<file path="src/rtl/uart_pkg.sv">
// uart_pkg: shared UART receiver state type and constants.
// The PARITY state exists only when UART_RX_PARITY_EN is defined.
package uart_pkg;

    typedef enum logic [2:0] {
        IDLE,
        START,
        DATA,
`ifdef UART_RX_PARITY_EN
        PARITY,
`endif
        STOP,
        WAIT_HI
    } rx_state_t;

    localparam int UART_SYNC_STAGES = 2;
    localparam int MIN_BAUD_DIV     = 8;

endpackage

</file>
<file path="src/rtl/uart_sync2.sv">
// uart_sync2: flop-chain synchroniser for asynchronous single-bit inputs.
// RST_VAL sets the reset level of every stage, so an idle-high line never reads as an edge.
module uart_sync2
    import uart_pkg::*;
#(
    parameter logic RST_VAL = 1'b0
) (
    input  logic clk,
    input  logic rst_n,
    input  logic d,
    output logic q
);

    logic [UART_SYNC_STAGES-1:0] ff;

    always_ff @(posedge clk or negedge rst_n) begin
        if (!rst_n)
            ff <= {UART_SYNC_STAGES{RST_VAL}};
        else
            ff <= {ff[UART_SYNC_STAGES-2:0], d};
    end

    assign q = ff[UART_SYNC_STAGES-1];

endmodule

</file>
<file path="src/rtl/uart_rx_cfg.sv">
// uart_rx_cfg: UART receiver with runtime baud divisor, start-glitch reject, frame/overrun flags.
// Define UART_RX_PARITY_EN to add par_en/par_odd inputs, a PARITY state and the parity_err output.
module uart_rx_cfg
    import uart_pkg::*;
#(
    parameter int DATA_W = 8,
    parameter int DIV_W  = 16
) (
    input  logic              clk,
    input  logic              rst_n,
    input  logic              RX,
    input  logic [DIV_W-1:0]  baud_div,
    input  logic              clr_rdy,
`ifdef UART_RX_PARITY_EN
    input  logic              par_en,
    input  logic              par_odd,
    output logic              parity_err,
`endif
    output logic [DATA_W-1:0] rx_data,
    output logic              rdy,
    output logic              frame_err,
    output logic              overrun,
    output logic              busy
);

    localparam int BC_W = $clog2(DATA_W + 1);

    rx_state_t         state;
    logic              rxs;
    logic              tick;
    logic [DIV_W-1:0]  div;
    logic [DIV_W-1:0]  div_in;
    logic [DIV_W-1:0]  baud_cnt;
    logic [BC_W-1:0]   bit_cnt;
    logic [DATA_W-1:0] shreg;
`ifdef UART_RX_PARITY_EN
    logic              par_on;
    logic              par_bit;
`endif

    uart_sync2 #(.RST_VAL(1'b1)) u_sync (
        .clk   (clk),
        .rst_n (rst_n),
        .d     (RX),
        .q     (rxs)
    );

    // Divisors below the minimum cannot place a mid-bit sample reliably
    assign div_in = (baud_div < DIV_W'(MIN_BAUD_DIV)) ? DIV_W'(MIN_BAUD_DIV) : baud_div;
    assign tick   = (baud_cnt == '0);

    always_ff @(posedge clk or negedge rst_n) begin
        if (!rst_n) begin
            state      <= IDLE;
            div        <= '0;
            baud_cnt   <= '0;
            bit_cnt    <= '0;
            shreg      <= '0;
            rx_data    <= '0;
            rdy        <= 1'b0;
            frame_err  <= 1'b0;
            overrun    <= 1'b0;
            busy       <= 1'b0;
`ifdef UART_RX_PARITY_EN
            par_on     <= 1'b0;
            par_bit    <= 1'b0;
            parity_err <= 1'b0;
`endif
        end else begin
            if (state != IDLE)
                baud_cnt <= tick ? div - 1'b1 : baud_cnt - 1'b1;
            if (clr_rdy) begin
                rdy     <= 1'b0;
                overrun <= 1'b0;
            end
            case (state)
                IDLE: if (!rxs) begin
                    state    <= START;
                    busy     <= 1'b1;
                    div      <= div_in;
                    baud_cnt <= div_in >> 1;
                    bit_cnt  <= '0;
`ifdef UART_RX_PARITY_EN
                    par_on   <= par_en;
`endif
                end
                START: if (tick) begin
                    state <= rxs ? IDLE : DATA;
                    busy  <= ~rxs;
                end
                DATA: if (tick) begin
                    shreg   <= {rxs, shreg[DATA_W-1:1]};
                    bit_cnt <= bit_cnt + 1'b1;
                    if (bit_cnt == BC_W'(DATA_W - 1))
`ifdef UART_RX_PARITY_EN
                        state <= par_on ? PARITY : STOP;
`else
                        state <= STOP;
`endif
                end
`ifdef UART_RX_PARITY_EN
                PARITY: if (tick) begin
                    par_bit <= rxs;
                    state   <= STOP;
                end
`endif
                // Set beats a same-cycle clr_rdy so a freshly completed word is never lost
                STOP: if (tick) begin
                    rx_data   <= shreg;
                    rdy       <= 1'b1;
                    frame_err <= ~rxs;
                    overrun   <= overrun | rdy;
`ifdef UART_RX_PARITY_EN
                    parity_err <= par_on & (^shreg ^ par_bit ^ par_odd);
`endif
                    state     <= rxs ? IDLE : WAIT_HI;
                    busy      <= ~rxs;
                end
                WAIT_HI: if (rxs) begin
                    state <= IDLE;
                    busy  <= 1'b0;
                end
                default: begin
                    state <= IDLE;
                    busy  <= 1'b0;
                end
            endcase
        end
    end

endmodule

</file>
<file path="config.mk">
export PLATFORM = sky130hd
export DESIGN_NAME = uart_rx_cfg
export DESIGN_NICKNAME = d
export VERILOG_FILES = /design/src/rtl/uart_pkg.sv /design/src/rtl/uart_sync2.sv /design/src/rtl/uart_rx_cfg.sv
export SDC_FILE = /design/constraint.sdc
export NUM_CORES = 1
export LEC_CHECK = 0
export BUFFER_PORTS_ARGS = -buffer_cell sky130_fd_sc_hd__buf_2
export CORE_MARGIN = 4
export CORE_UTILIZATION = 53
export CTS_BUF_LIST = sky130_fd_sc_hd__clkbuf_16
export DETAILED_ROUTE_END_ITERATION = 8
export PLACE_DENSITY = 0.81
export SYNTH_ARGS = -nofsm -noshare
export SYNTH_HDL_FRONTEND = slang
export SYNTH_SLANG_ARGS = --single-unit
</file>
<file path="constraint.sdc">
create_clock -name clk -period 2.6 [get_ports clk]
set_input_delay 0.39 -clock clk [delete_from_list [all_inputs] [get_ports clk]]
set_output_delay 0.39 -clock clk [all_outputs]
set_load 0.02 [all_outputs]
</file>
# After elaboration in Yosys (flattened, before gate mapping)
# Cells that the tools add are included.
dict set report classes {
  n_eq_ne 12
  muxes 27
  order_cmp 1
  bitwise_logic 3
  addsub 3
  n_reduce_logical 11
}
# cell count
set ops {}
lappend ops {{2-to-1 mux 16 bit} 5}
lappend ops {{subtractor 16 x 1 -> 16 bit, second input constant} 2}
lappend ops {{2-to-1 mux 3 bit} 7}
lappend ops {{logical NOT 16 bit} 1}
lappend ops {{less-than comparator 16 x 4 -> 1 bit, second input constant} 1}
lappend ops {{one-hot mux 3 bit (5 select lines)} 1}
lappend ops {{inequality test 2 bit, second input constant} 5}
lappend ops {{2-to-1 mux 1 bit} 9}
lappend ops {{2-to-1 mux 4 bit} 2}
lappend ops {{one-hot mux 4 bit (2 select lines)} 1}
lappend ops {{equality test 3 x 2 -> 1 bit, second input constant} 2}
lappend ops {{AND reduction 2 bit} 3}
lappend ops {{AND reduction 6 bit} 1}
lappend ops {{adder 4 x 1 -> 4 bit, second input constant} 1}
lappend ops {{equality test 4 x 3 -> 1 bit, second input constant} 1}
lappend ops {{inequality test 2 x 1 -> 1 bit, second input constant} 2}
lappend ops {{one-hot mux 1 bit (4 select lines)} 1}
lappend ops {{AND reduction 4 bit} 1}
lappend ops {{equality test 3 x 1 -> 1 bit, second input constant} 1}
lappend ops {{equality test 3 bit, second input constant} 1}
lappend ops {{logical NOT 3 bit} 1}
lappend ops {{AND reduction 3 bit} 1}
lappend ops {{nonzero test 3 bit} 1}
lappend ops {{2-to-1 mux 2 bit} 1}
lappend ops {{other kinds (4)} 5}
dict set report totals {
  out_inout_bits 12
  ff_bits 61
}

# Logic depth before layout (Yosys ltp)
dict set report logic_depth {
  word_depth 5
  ltp_mapped 11
  ltp_nobuf 9
}

# Modules after synthesis
# From an unflattened synthesis, not the netlist that was laid out.
dict set report hier_totals {
  hier_cells 333
  area_unflattened_um2 3211.8
}
# mod cells_per_inst n_inst area_per_inst_um2 seq_area_each_um2
set modules_own_cells {}
lappend modules_own_cells {uart_rx_cfg 331 1 3159.3 1476.4}
lappend modules_own_cells {uart_sync2 2 1 52.6 52.6}

# Worst setup path before layout
# Ideal clock, no wire load.
dict set report synth_timing {
  path_type {reg-to-reg}
  startpoint {reg baud_cnt[6]}
  endpoint {reg baud_cnt[6]}
  path_stages_with_launch 12
  synth_period_minus_slack_ns 2.635
  n_path_buf 2
  arrival_time_ns 2.516
  setup_slack_ns -0.035
  path_cell_list {dfrtp_1 -> or4_4 -> nor4_2 -> and2_1 -> buf_6 -> buf_4 -> a21oi_1 -> ha_1 -> o311a_1 -> o211ai_1 -> a21boi_0 -> o21a_1}
}
dict set report synth_via {
  elab_chain_cells 5
  word_cells_on_any_way 6
  cone_classes {1 x add/sub; 4 x mux; 1 x reduce/logical}
}
# item line_no
set synth_lines {}
lappend synth_lines {{from (decl)} uart_rx_cfg.sv:33} ;# logic [DIV_W-1:0] baud_cnt;
lappend synth_lines {{from (signal assigned)} uart_rx_cfg.sv:71} ;# baud_cnt <= tick ? div - 1'b1 : baud_cnt - 1'b1;
lappend synth_lines {{from (signal assigned)} uart_rx_cfg.sv:81} ;# baud_cnt <= div_in >> 1;
lappend synth_lines {{subtractor 16 x 1 -> 16 bit or logical NOT 16 bit (tied branches)} {uart_rx_cfg.sv:71, uart_rx_cfg.sv:50}}
lappend synth_lines {{2-to-1 mux 16 bit} uart_rx_cfg.sv:71}
lappend synth_lines {{2-to-1 mux 16 bit (*)} uart_rx_cfg.sv:70} ;# if (state != IDLE)
lappend synth_lines {{2-to-1 mux 16 bit} uart_rx_cfg.sv:77} ;# IDLE: if (!rxs) begin
lappend synth_lines {{2-to-1 mux 16 bit (*)} uart_rx_cfg.sv:76} ;# case (state)
# Mark *: on every way between the ends. The rest lies on a longest branch, timed or not.
# A chain may end at the register's enable or synchronous reset.

# Final worst setup path
dict set report layout_timing {
  startpoint {reg baud_cnt[13]}
  endpoint {reg baud_cnt[6]}
}
dict set report layout_via {
  elab_chain_cells 5
}
# item line_no
set layout_lines {}
lappend layout_lines {{logical NOT 16 bit (*)} uart_rx_cfg.sv:50} ;# assign tick = (baud_cnt == '0);
lappend layout_lines {{2-to-1 mux 16 bit (*)} uart_rx_cfg.sv:71}
lappend layout_lines {{2-to-1 mux 16 bit (*)} uart_rx_cfg.sv:70}
lappend layout_lines {{2-to-1 mux 16 bit} uart_rx_cfg.sv:77}
lappend layout_lines {{2-to-1 mux 16 bit (*)} uart_rx_cfg.sv:76}
# Marks and branches as above.

==> flow_metrics.py <==
metrics = {
    "final_layout": {
        "area_growth_pct": 19.2,
        "fin_util": 0.651,
        "n_antenna_cell": 0,
        "nNetsFinal": 396,
        "drive_gt1_frac": 0.227,
    },
    "synthesis": {
        "synth-edff-count": 0,
        "synth_top_area_cell": "dfrtp_1",
        "synth.mux.area_fraction": 0.0845,
        "synth_compound_area_frac": 0.173,
        "ys_top_cells_by_count": "nand2_1 (63), dfrtp_1 (59), a21oi_1 (23)",
        "synth_top_area_share": 0.460,
        "async_reset_ff_frac": 1.00,
        "ys_seq_elements": 61,
        "synthTopCellsByArea": "dfrtp_1 (46%), nand2_1 (7.4%), a21oi_1 (3.6%)",
        "syn_area_um2": 3210,
        "synth_top_family_by_area": "simple AND/OR/NAND/NOR gates",
        "postSynthCellCount": 333,
        "synth-simple-area-share": 0.203,
        "synth_ff_type": "dfrtp_1",
        "syn_area_per_cell_um2": 9.65,
        "synth_xor_area_frac": 0.0191,
        "yosysSeqAreaShare": 0.476,
        "synth_most_common_cell": "nand2_1",
        "synthAdderAreaFrac": 0.00779,
        "yosys_warnings": 0,
        "synth_cell_types": 55,
        "syn_nets": 355,
    },
    "clocking": {
        "cts_buffers": 9,
        "clk_pin_slew_ns": 0.05,
        "cts_buffer_depth": 2,
        "cts_setup_buffers": 0,
        "ctsResizeCount": 0,
        "cts_root_buf": "clkbuf_16",
        "hold_buffers": 0,
        "cts_htree_levels": 3,
        "clkSinkCount": 61,
        "insertion_delay_ns": 0.33,
        "cts_tree": "built",
    },
    "worst_setup_path": {
        "crit_required_ns": 2.82,
        "cp_num_buf_inv": 0,
        "crit_path_end_kind": "register",
        "cp_slowest_cell": "or4_4",
        "reg2reg_to": "baud_cnt[6]",
        "crit_end": "baud_cnt[6]",
        "crit_type": "reg -> reg",
        "cp_cell_sequence": "or4_4 -> nor4_4 -> and2_4 -> a21oi_1 -> ha_2 -> o311a_1 -> o211ai_1 -> a21boi_0 -> o21a_1",
        "r2r_cells": 9,
        "regToRegSetupSlack_ns": 0.11,
        "reg2reg_from": "baud_cnt[13]",
        "crit_path_max_fanout": 5,
        "arrival_ns": 2.71,
        "cp_num_cells": 9,
        "critPathTopFamily": "simple AND/OR/NAND/NOR gates",
        "crit_path_max_incr_delay_ns": 0.55,
        "crit_path_start": "baud_cnt[13]",
        "start_kind": "register",
    },
    "grt": {
        "grt_pass1_wl_um": 14600,
        "grt_pass1_vias": 2949,
        "grt_max_degree": 62,
        "track_usage": 0.257,
        "antenna_found_initial": 0,
        "grt_overflow": 0,
    },
    "power": {
        "p_sw_frac": 0.278,
        "p_comb_frac": 0.177,
        "p_int_uw": 2110,
        "seq_power_share": 0.399,
        "power_uw": 2920,
        "p_switching_uw": 814,
        "power_density_nw_per_um2": 764,
        "clkPwrFrac": 0.424,
        "max-vdd-ir-drop_uv": 498,
        "p_leak_uw": 0.00177,
    },
    "floorplanning": {
        "fp.dieW_um": 85.8,
        "die-area_um2": 7370,
        "die_h_um": 85.8,
        "io_pins": 32,
        "start_util": 0.546,
        "core-area_um2": 5890,
        "num_rows": 28,
    },
    "drt": {
        "viasPerCell": 6.32,
        "drt.antenna.violating_nets": 0,
        "drt_pre_antenna_iters": 5,
        "vias": 2868,
        "dr.first_iter.drc_count": 312,
        "wire_per_inst_um": 18.6,
        "drcViolationCount": 0,
        "postRouteWirelength_um": 8450,
    },
    "placement": {
        "pre_cts_slack_ns": 0.0802,
        "hpwl_um": 5610,
        "port-buffer-count": 31,
        "place_congestion": 0.971,
    },
    "sta": {
        "finalSetupViolations": 0,
        "post-route-period-util": 0.957,
        "rsz0062_at_grt": "false",
        "min_period_ns": 2.49,
        "hold_viol": 0,
        "worst_slew_margin_rel": 0.608,
        "fmax_mhz": 402,
        "tightest_slew_ns": 0.587,
        "worst_slack_ns": 0.111,
        "drv_slew": 0,
        "tns_ns": 0,
        "fin_skew_ns": 0.00462,
    },
    "flow_run": {
        "cap_viol_max_count": 0,
    },
    "worst_hold_path": {
        "hold_path.class": "in -> async",
    },
    "outcome": {
        "status": "completed",
    },
}
per-layer routing:
metal  vias to the layer above  track usage  routed length [um]
met5                         -            0                   0
met3                        32       0.0672                 630
met2                       159        0.405                4140
met4                         0        0.145                 275
li1                       1295            -                   -
met1                      1382        0.322                3400
worst reg2reg max path, stage by stage (launching register included):
cell	delay, ns
dfrtp_1	0.43
or4_4	0.55
nor4_4	0.28
and2_4	0.20
a21oi_1	0.08
ha_2	0.21
o311a_1	0.18
o211ai_1	0.15
a21boi_0	0.12
o21a_1	0.17
stage by stage:
stage	std cells	hold WS (ns)	area [um2]
after floorplan	333	0.0944	3220
after global placement	438	0.346	3510
after detailed placement	438	0.352	3510
after CTS	454	0.0757	3820
after global routing	454	0.0903	3830
final	454	0.0528	3830
power by group through the flow:
stage / Sequential (uW) / Combinational (uW) / Clock, uW
floorplan: 1150 / 313 / 0
global placement: 1170 / 475 / 0
detailed placement: 1170 / 494 / 0
CTS: 1160 / 501 / 1260
global route: 1180 / 572 / 1320
finish: 1170 / 516 / 1240
how the worst min path moves through the flow:
stage                        end    startpoint  cells after the start
floorplan            baud_cnt[0]         rst_n                      0
global placement    u_sync.ff[1]  u_sync.ff[0]                      0
detailed placement  u_sync.ff[1]  u_sync.ff[0]                      0
CTS                       div[2]         rst_n                      2
global route              div[0]         rst_n                      2
finish                    div[2]         rst_n                      2
sequential cells by signal, summed over array words and instances, names as in the netlist:
signal / flops
overrun: 1
state: 3
bit_cnt: 4
div: 16
u_sync.ff: 2
baud_cnt: 16
shreg: 8
rx_data: 8
frame_err: 1
busy: 1
rdy: 1
cells by family after synthesis:
kind of cell             after synthesis
AO/OA/AOI/OAI                         82
XOR/XNOR                               7
adder cells (fa/ha/maj)                2
buffers and inverters                 23
flip-flops                            61
multiplexers                          23
AND/OR/NAND/NOR                      135
layout make-up:
| cell class | count | area [um2] |
|---|---|---|
| Clock inverter | 7 | 83.8 |
| Inverter | 5 | 18.8 |
| Fill cell | 460 | 2060 |
| Multi-Input combinational cell | 249 | 1580 |
| Sequential cell | 61 | 1530 |
| Timing Repair Buffer | 48 | 295 |
| Tap cell | 75 | 93.8 |
| Clock buffer | 9 | 225 |
placed cells by master, fill, tap and decap left out, types with 11 or more instances in the layout:
master and instances:
a21oi_1 23, buf_2 31, buf_4 16, dfrtp_1 59
nand2_1 63, nand3_1 11, nor2_1 20, o21ai_0 14
Note: power is estimated with default switching activity, not from simulation.
